===== src/rtl/traffic_pkg.sv =====
// Shared types and lamp codes for the two-way intersection controller.
package traffic_pkg;

    // Controller states; encodings are fixed so external probes can decode them.
    typedef enum logic [1:0] {
        GNS = 2'b00,
        YNS = 2'b01,
        GEW = 2'b11,
        YEW = 2'b10
    } state_t;

    // Per-road one-hot lamp codes.
    localparam logic [2:0] GREEN  = 3'b100;
    localparam logic [2:0] YELLOW = 3'b010;
    localparam logic [2:0] RED    = 3'b001;

endpackage


===== src/rtl/traffic_light.sv =====
// Moore controller for a NS main road / EW side road intersection.
// NS stays green until an EW car is seen after the NS minimum dwell, then the
// controller runs NS yellow, EW green, EW yellow and returns to NS green.
// The dwell timer holds cycles remaining in the current state; it is loaded
// with duration-1 on entry and counts down to zero, where it rests.
module traffic_light
    import traffic_pkg::*;
#(
    parameter int NS_MIN  = 1,
    parameter int Y_TIME  = 1,
    parameter int EW_TIME = 1,
    parameter int TW      = 8
) (
    input  logic       clk,
    input  logic       rst,
    input  logic       carew,
    output logic [5:0] lights
);

    localparam logic [TW-1:0] NS_LOAD = TW'(NS_MIN - 1);
    localparam logic [TW-1:0] Y_LOAD  = TW'(Y_TIME - 1);
    localparam logic [TW-1:0] EW_LOAD = TW'(EW_TIME - 1);

    state_t          state;
    state_t          state_d;
    logic [TW-1:0]   tmr;
    logic [TW-1:0]   tmr_d;

    // State and dwell timer registers; reset lands in NS green with a fresh NS dwell.
    always_ff @(posedge clk) begin
        if (!rst) begin
            state <= GNS;
            tmr   <= NS_LOAD;
        end else begin
            state <= state_d;
            tmr   <= tmr_d;
        end
    end

    // Next-state and timer logic; a request in GNS is only honoured when the dwell has expired.
    always_comb begin
        state_d = state;
        tmr_d   = (tmr != '0) ? (tmr - TW'(1)) : tmr;
        case (state)
            GNS: begin
                if ((tmr == '0) && carew) begin
                    state_d = YNS;
                    tmr_d   = Y_LOAD;
                end
            end
            YNS: begin
                if (tmr == '0) begin
                    state_d = GEW;
                    tmr_d   = EW_LOAD;
                end
            end
            GEW: begin
                if (tmr == '0) begin
                    state_d = YEW;
                    tmr_d   = Y_LOAD;
                end
            end
            YEW: begin
                if (tmr == '0) begin
                    state_d = GNS;
                    tmr_d   = NS_LOAD;
                end
            end
            default: begin
                state_d = state;
            end
        endcase
    end

    // Lamp decode straight from state; exactly one road is red in every legal state.
    always_comb begin
        lights = {RED, RED};
        case (state)
            GNS:     lights = {GREEN,  RED};
            YNS:     lights = {YELLOW, RED};
            GEW:     lights = {RED,    GREEN};
            YEW:     lights = {RED,    YELLOW};
            default: lights = {RED,    RED};
        endcase
    end

endmodule


===== config.mk =====
export PLATFORM = sky130hd
export DESIGN_NAME = traffic_light
export DESIGN_NICKNAME = d
export VERILOG_FILES = /design/src/rtl/traffic_pkg.sv /design/src/rtl/traffic_light.sv
export SDC_FILE = /design/constraint.sdc
export NUM_CORES = 1
export LEC_CHECK = 0
export BUFFER_PORTS_ARGS = -buffer_cell sky130_fd_sc_hd__buf_2
export CAP_MARGIN = 0
export CORE_MARGIN = 2
export CORE_UTILIZATION = 28
export DETAILED_ROUTE_END_ITERATION = 8
export SKIP_LAST_GASP = 1
export SLEW_MARGIN = 15
export SYNTH_ARGS = -nofsm -noshare
export SYNTH_HDL_FRONTEND = slang
export SYNTH_SLANG_ARGS = --single-unit

===== constraint.sdc =====
create_clock -name clk -period 1.9 [get_ports clk]
set_input_delay 0.095 -clock clk [delete_from_list [all_inputs] [get_ports clk]]
set_output_delay 0.095 -clock clk [all_outputs]
set_load 0.02 [all_outputs]

### Word-level counts from Yosys, hierarchy flattened

Index checks and enable logic that the tools add are counted.

* muxes and demuxes: 10
* reductions and logical operators: 6
* equal/unequal tests: 7
* $add $sub $neg: 1

Operator list (number)
* 2-to-1 mux 8 bit: 3
* one-hot mux 6 bit (4 select lines): 1
* one-hot mux 8 bit (2 select lines): 1
* zero test 8 bit: 1
* 2-to-1 mux 2 bit: 4
* inequality test 2 bit (second input constant): 4
* one-hot mux 2 bit (4 select lines): 1
* nonzero test 8 bit: 1
* subtractor 8 x 1 -> 8 bit (second input constant): 1
* == test 2 bit (second input constant): 2
* AND reduction 4 bit: 1
* OR reduction 3 bit: 1
* == test 2 x 1 -> 1 bit (second input constant): 1
* zero test 2 bit: 1
* logical AND 1 bit: 1

* logic and storage cells: 26
* output and inout bits: 6
* input port bits: 3
* register bits: 10

### Logic depth before layout (Yosys ltp)

Gate-level depths: netlist of the first run.

* depth in word-level cells: 4
* depth in mapped cells: 7

### Worst setup path after synthesis of the first run

Ideal clock, no wire load.

* path kind: reg-to-reg
* from: reg tmr[0]
* to: reg tmr[0]
* cell stages (with the launch flop): 7
* data required time: 1.808 ns
* path buffers: 0
* arrival: 1.671 ns
* setup slack: 0.136 ns
* clock period less this slack: 1.764 ns
* cell sequence: dfxtp_1 -> inv_1 -> ha_1 -> nor3b_1 -> nand2_1 -> ha_1 -> o32ai_1

* word-level cells in the longest chain between the ends: 4
* elaborated cells between the ends (all ways): 8
* those cells by class: add/sub: 1; mux: 4; reduce/logical: 3

Ends and longest elaborated chain
* from (decl): line traffic_light.sv:26 `logic [TW-1:0] tmr;`
* from (signal assigned): line traffic_light.sv:36 `tmr <= tmr_d;`
* subtractor 8 x 1 -> 8 bit, or another cell as far along: line traffic_light.sv:43 `tmr_d = (tmr != '0) ? (tmr - TW'(1)) : tmr;`
* 2-to-1 mux 8 bit or logical AND 1 bit (tied branches): line traffic_light.sv:43, traffic_light.sv:46
* 2-to-1 mux 8 bit (on tied branches)
* one-hot mux 8 bit (2 select lines) *: line traffic_light.sv:44 `case (state)`

Mark *: on every way between the ends. The rest lies on a longest branch, timed or not.
A chain may end at the register's enable or synchronous reset.

### Worst setup path after layout of the first run

Same ends and word-level chain as after synthesis.

==> results.json, run 1 <==
{
  "fin_util_pct": 36.3,
  "grtUsageTotal_pct": 10.5,
  "final_min_period_over_clock_period_pct": 91.9,
  "tns_ps": 0,
  "slowest_delay_ps": 340,
  "wirelength_mm": 1.12,
  "die_x_um": 47.2,
  "mostFrequentLayoutCells": "dfxtp_1 (10), buf_2 (8), inv_1 (5)",
  "path_max_fanout": 5,
  "cts-resized-gates": 0,
  "fin_crit_ps": 1750,
  "yosys_warnings": 0,
  "htree_num_levels": 1,
  "place.gp.congestion": 0.775,
  "cp_data_arrival_time_ps": 1930,
  "layout.nets": 79,
  "cts_tree": "done",
  "clkLatencyLatePin_ps": 270,
  "dp_hpwl_um": 835,
  "dr.pass1.iters": 4,
  "path_common_cell": "ha_1",
  "grt_pass1_wl_mm": 1.59,
  "grt_pass1_vias": 348,
  "hold_violations": 0,
  "max_freq_mhz": 573,
  "netlist_top_cells_area": "dfxtp_1 (38%), ha_1 (7.2%), a21oi_1 (3.8%)",
  "seq_area_frac_synth_pct": 38.4,
  "postSynthCellCount": 60,
  "syn-num-nets": 66,
  "antenna_found_initial": 0,
  "post_cts_buffers": 0,
  "die_area_um2": 2220,
  "max_cap_violations": 0,
  "clock-sinks": 10,
  "p_per_area_nw_per_um2": 1810,
  "critPathRequiredTime_ps": 2080,
  "slew_headroom_pct": 74.4,
  "worst_slew_pin_slew_ps": 380,
  "numPortBuffers": 8,
  "path_cells": "inv_1, ha_1, nor3b_1, nand2_1, ha_1, o32ai_1",
  "grt_max_degree": 8,
  "overflow": 0,
  "postSynthAreaPerCell_um2": 8.70,
  "synth_area_um2": 522,
  "clockBufferDepth": 2,
  "finalSetupViolations": 0,
  "die_h_um": 47.2,
  "holdCritPathClass": "input pin to flip-flop",
  "leakagePower_nw": 0.285,
  "ys_seq_elements": 10,
  "slew_violations": 0,
  "cts.root.buffer_cell": "clkbuf_4",
  "multi_input_area_um2": 292,
  "area.growth.synth_to_final_pct": 21.3,
  "layout-drive-gt1-share_pct": 23.6,
  "seq_area_um2": 200,
  "cts_buffers": 3,
  "initial_utilization_pct": 29.9,
  "vias_per_cell": 4.81,
  "io_pins": 9,
  "n_fill_cell": 194,
  "drtAntennaViolNets": 0,
  "vdd_drop_max_v": 0.000606,
  "route.detailed.drc": 0,
  "clock_skew_ps": 0.834,
  "yosysTopAreaCellShare_pct": 38.4,
  "rows": 15,
  "totalPowerFinal_mw": 1.14,
  "clk_pin_slew_worst_paths_ps": 70,
  "synth.distinct_cells": 28,
  "dr.first_iter.drc_count": 20,
  "crit_path_end_kind": "flip-flop",
  "vias": 467,
  "crit_type": "flip-flop to flip-flop",
  "rsz0062_at_grt": "no",
  "core_area_um2": 1750,
  "status": "finished clean",
  "synth_top_area_cell": "dfxtp_1",
  "worstSetupStartpointType": "flip-flop",
  "final_common_cell": "dfxtp_1",
  "num_antenna_cells": 0,
  "wire_per_inst_um": 11.5,
  "slowest_stage": "dfxtp_1",
  "cts_hold_buf": 0
}
-- logic make-up after synthesis --
family | after synthesis | share of synthesized area, %
XOR/XNOR | 2 | 3.36
AND/OR/NAND/NOR | 24 | 25.9
AO/OA/AOI/OAI | 13 | 17.5
multiplexers | 1 | 1.92
flip-flops | 10 | 38.4
adder cells (fa/ha/maj) | 3 | 7.20
buffers and inverters | 7 | 5.76
-- cells in the mapped netlist --
library cell and number:
and3_1 3, o211ai_1 1, or3_1 1, o31ai_1 1, dfxtp_1 10, a21oi_1 4
o32ai_1 1, nand2_1 4, nor2b_1 1, and2_1 1, or4_1 1, xor2_1 2
clkbuf_1 1, o41ai_1 2, o221a_2 1, or4_4 1, inv_1 5, nor4_1 1
buf_4 1, nor3b_1 1, nor3_1 3, a211o_1 1, nor2_1 3, mux2i_1 1
o21ai_0 2, nand3_1 3, or3b_2 1, ha_1 3
-- area by class of cell --
| type | count | area share (%) |
|---|---|---|
| clock buffers | 4 | 5.73 |
| inverters | 5 | 2.96 |
| multi-input cells | 43 | 46.0 |
| flip-flops and latches | 10 | 31.6 |
| well taps | 25 | 4.94 |
| repair buffers | 10 | 8.70 |
-- per-stage QoR --
step / hold WS [ps] / worst slack [ps] / cells / instance area (um2)
floorplan: 196 / 136 / 60 / 522
global placement: 303 / 219 / 93 / 597
detailed placement: 306 / 154 / 93 / 597
CTS: 14.8 / 142 / 97 / 633
global route: 27.3 / 18.4 / 97 / 633
finish: 19.8 / 155 / 97 / 633
-- power breakdown --
group          internal [mW]  switching (mW)  total (mW)
Clock                  0.116          0.0824       0.199
Combinational          0.274           0.307       0.581
Sequential             0.281          0.0824       0.364
-- registers in the layout, summed over array words and instances, names as in the netlist --
register	flops
state	2
tmr	8
-- metal layers --
metal | global-route usage (%) | vias up | routed length (um)
met5 | 0 | - | 0
met4 | 5.00 | 0 | 0
met3 | 4.62 | 0 | 48
met2 | 13.7 | 13 | 504
met1 | 14.7 | 211 | 564
li1 | - | 243 | -
-- worst paths after layout --
kind	to	slack [ps]	startpoint	depth (start not counted)
setup / recovery	tmr[0]	150	tmr[0]	6
hold / removal	tmr[1]	20	carew	2
setup reg to reg	tmr[0]	150	tmr[0]	6
hold reg to reg	tmr[7]	510	tmr[7]	2
-- worst max-delay path: cells and delay by family (launching register included) --
family                   cells  cell delay (ps)
flip-flops                   1              340
AO/OA/AOI/OAI                1              260
adder cells (fa/ha/maj)      2              510
AND/OR/NAND/NOR              2              420
buffers and inverters        1              130
Note: power is estimated with default switching activity, not from simulation.
==> inputs of run 2 (changes only) <==
--- a/config.mk
+++ b/config.mk
@@ -8,8 +8,9 @@
 export BUFFER_PORTS_ARGS = -buffer_cell sky130_fd_sc_hd__buf_2
 export CAP_MARGIN = 0
 export CORE_MARGIN = 2
-export CORE_UTILIZATION = 28
+export CORE_UTILIZATION = 40
 export DETAILED_ROUTE_END_ITERATION = 8
+export PLACE_DENSITY = 0.58
 export SKIP_LAST_GASP = 1
 export SLEW_MARGIN = 15
 export SYNTH_ARGS = -nofsm -noshare
==> results.json, run 2 (synthesis results as in run 1) <==
{
  "path_cells": "inv_1, ha_1, nor3b_2, nand2_1, ha_1, o32ai_1",
  "worstSetupStartpointType": "flip-flop",
  "overflow": 0,
  "slowest_stage": "dfxtp_1",
  "drtAntennaViolNets": 0,
  "wire_per_inst_um": 12.5,
  "layout.nets": 79,
  "endpoint": "tmr[0]",
  "initial_utilization_pct": 41.7,
  "cts_tree": "done",
  "die_h_um": 40.1,
  "dr.pass1.iters": 4,
  "dp_hpwl_um": 815,
  "largest_reg_flops": 8,
  "place.gp.congestion": 0.758,
  "critPathTopFamily": "adder cells",
  "crit_type": "flip-flop to flip-flop",
  "clockBufferDepth": 2,
  "area.growth.synth_to_final_pct": 17.3,
  "clkLatencyLatePin_ps": 260,
  "tns_ps": 0,
  "slew_violations": 0,
  "crit_start": "tmr[0]",
  "clock-sinks": 10,
  "htree_num_levels": 1,
  "rows": 13,
  "io_pins": 9,
  "dr.first_iter.drc_count": 19,
  "wirelength_mm": 1.07,
  "grt_pass1_vias": 368,
  "holdCritPathClass": "input pin to flip-flop",
  "clk_pin_slew_worst_paths_ps": 60,
  "fin_util_pct": 48.9,
  "layout-drive-gt1-share_pct": 23.9,
  "die_area_um2": 1610,
  "antenna_found_initial": 0,
  "worst_slew_pin_slew_ps": 375,
  "fin_crit_ps": 1690,
  "regToRegStartpoint": "tmr[0]",
  "r2r-end": "tmr[0]",
  "core_area_um2": 1250,
  "clock_skew_ps": 3.30,
  "rr_worst_depth": 6,
  "vias_per_cell": 5.51,
  "critPathRequiredTime_ps": 2070,
  "slew_headroom_pct": 74.8,
  "status": "finished clean",
  "p_per_area_nw_per_um2": 1780,
  "max_cap_violations": 0,
  "leakagePower_nw": 0.281,
  "cp_num_cells": 6,
  "grt_pass1_wl_mm": 1.66,
  "cp_data_arrival_time_ps": 1860,
  "path_common_cell": "ha_1",
  "n_fill_cell": 120,
  "num_antenna_cells": 0,
  "rsz0062_at_grt": "no",
  "crit_path_end_kind": "flip-flop",
  "slowest_delay_ps": 340,
  "vdd_drop_max_v": 0.000672,
  "finalSetupViolations": 0,
  "regMostFlops": "tmr",
  "cts.root.buffer_cell": "clkbuf_4",
  "final_min_period_over_clock_period_pct": 88.7,
  "max_freq_mhz": 593,
  "route.detailed.drc": 0,
  "die_x_um": 40.1,
  "cts_buffers": 3,
  "reg2reg_slack_ps": 210,
  "top_regs": "tmr: 8 flops, state: 2 flops",
  "cts_hold_buf": 0,
  "cp_num_buf_inv": 1,
  "grt_max_degree": 8,
  "grtUsageTotal_pct": 16.6,
  "vias": 474,
  "mostFrequentLayoutCells": "dfxtp_1 (10), buf_2 (8), inv_1 (5)",
  "path_max_fanout": 5,
  "hold_violations": 0,
  "final_common_cell": "dfxtp_1",
  "numPortBuffers": 8
}
## run 2: worst register-to-register path, cell delays in order (launching register included)
cell and delay, ps:
dfxtp_1 340, inv_1 130, ha_1 200, nor3b_2 210, nand2_1 150, ha_1 310, o32ai_1 250
## run 2: metrics by stage
step	power, mW	setup WS (ps)	cell area, um2	hold slack (ps)	cells
floorplan	0.777	136	522	196	60
global placement	0.949	212	584	310	83
detailed placement	0.944	150	584	299	83
CTS	1.09	140	607	19.8	86
global route	1.21	55.4	612	41.9	86
finish	1.09	214	612	20.9	86
## run 2: worst min path at each step
stage | startpoint | endpoint | slack, ps | cells past startpoint
6_report | carew | tmr[1] | 20 | 2
3_5_place_dp | carew | tmr[1] | 300 | 2
3_3_place_gp | carew | tmr[1] | 310 | 2
2_1_floorplan | carew | tmr[1] | 200 | 1
4_1_cts | carew | tmr[1] | 20 | 2
5_1_grt | carew | tmr[1] | 40 | 2
## run 2: layout make-up
class | count | area (um2) | area share, %
flip-flops and latches | 10 | 200 | 32.7
well taps | 15 | 18.8 | 3.07
multi-input cells | 43 | 297 | 48.5
clock buffers | 3 | 22.5 | 3.68
repair buffers | 10 | 55.1 | 9.00
inverters | 5 | 18.8 | 3.07
## run 2: what timing repair did
| item | CTS | global route |
|---|---|---|
| endpoints found under the setup margin | 0 | 1 |
| gates resized for setup | 0 | 1 |
| buffers inserted | 0 | 0 |
## run 2: where the power goes
group | internal (mW) | switching [mW]
registers | 0.281 | 0.0867
clock network | 0.0731 | 0.0698
logic | 0.279 | 0.302
total | 0.633 | 0.458
## run 2: routing by layer
metal  routed length (um)  GRT usage, %  part of all wire, %
met1                  540          23.8                   50
met2                  458          19.8                   43
met3                   51          6.67                  4.8
met4                   21          10.3                  2.0
met5                    0             0                    0
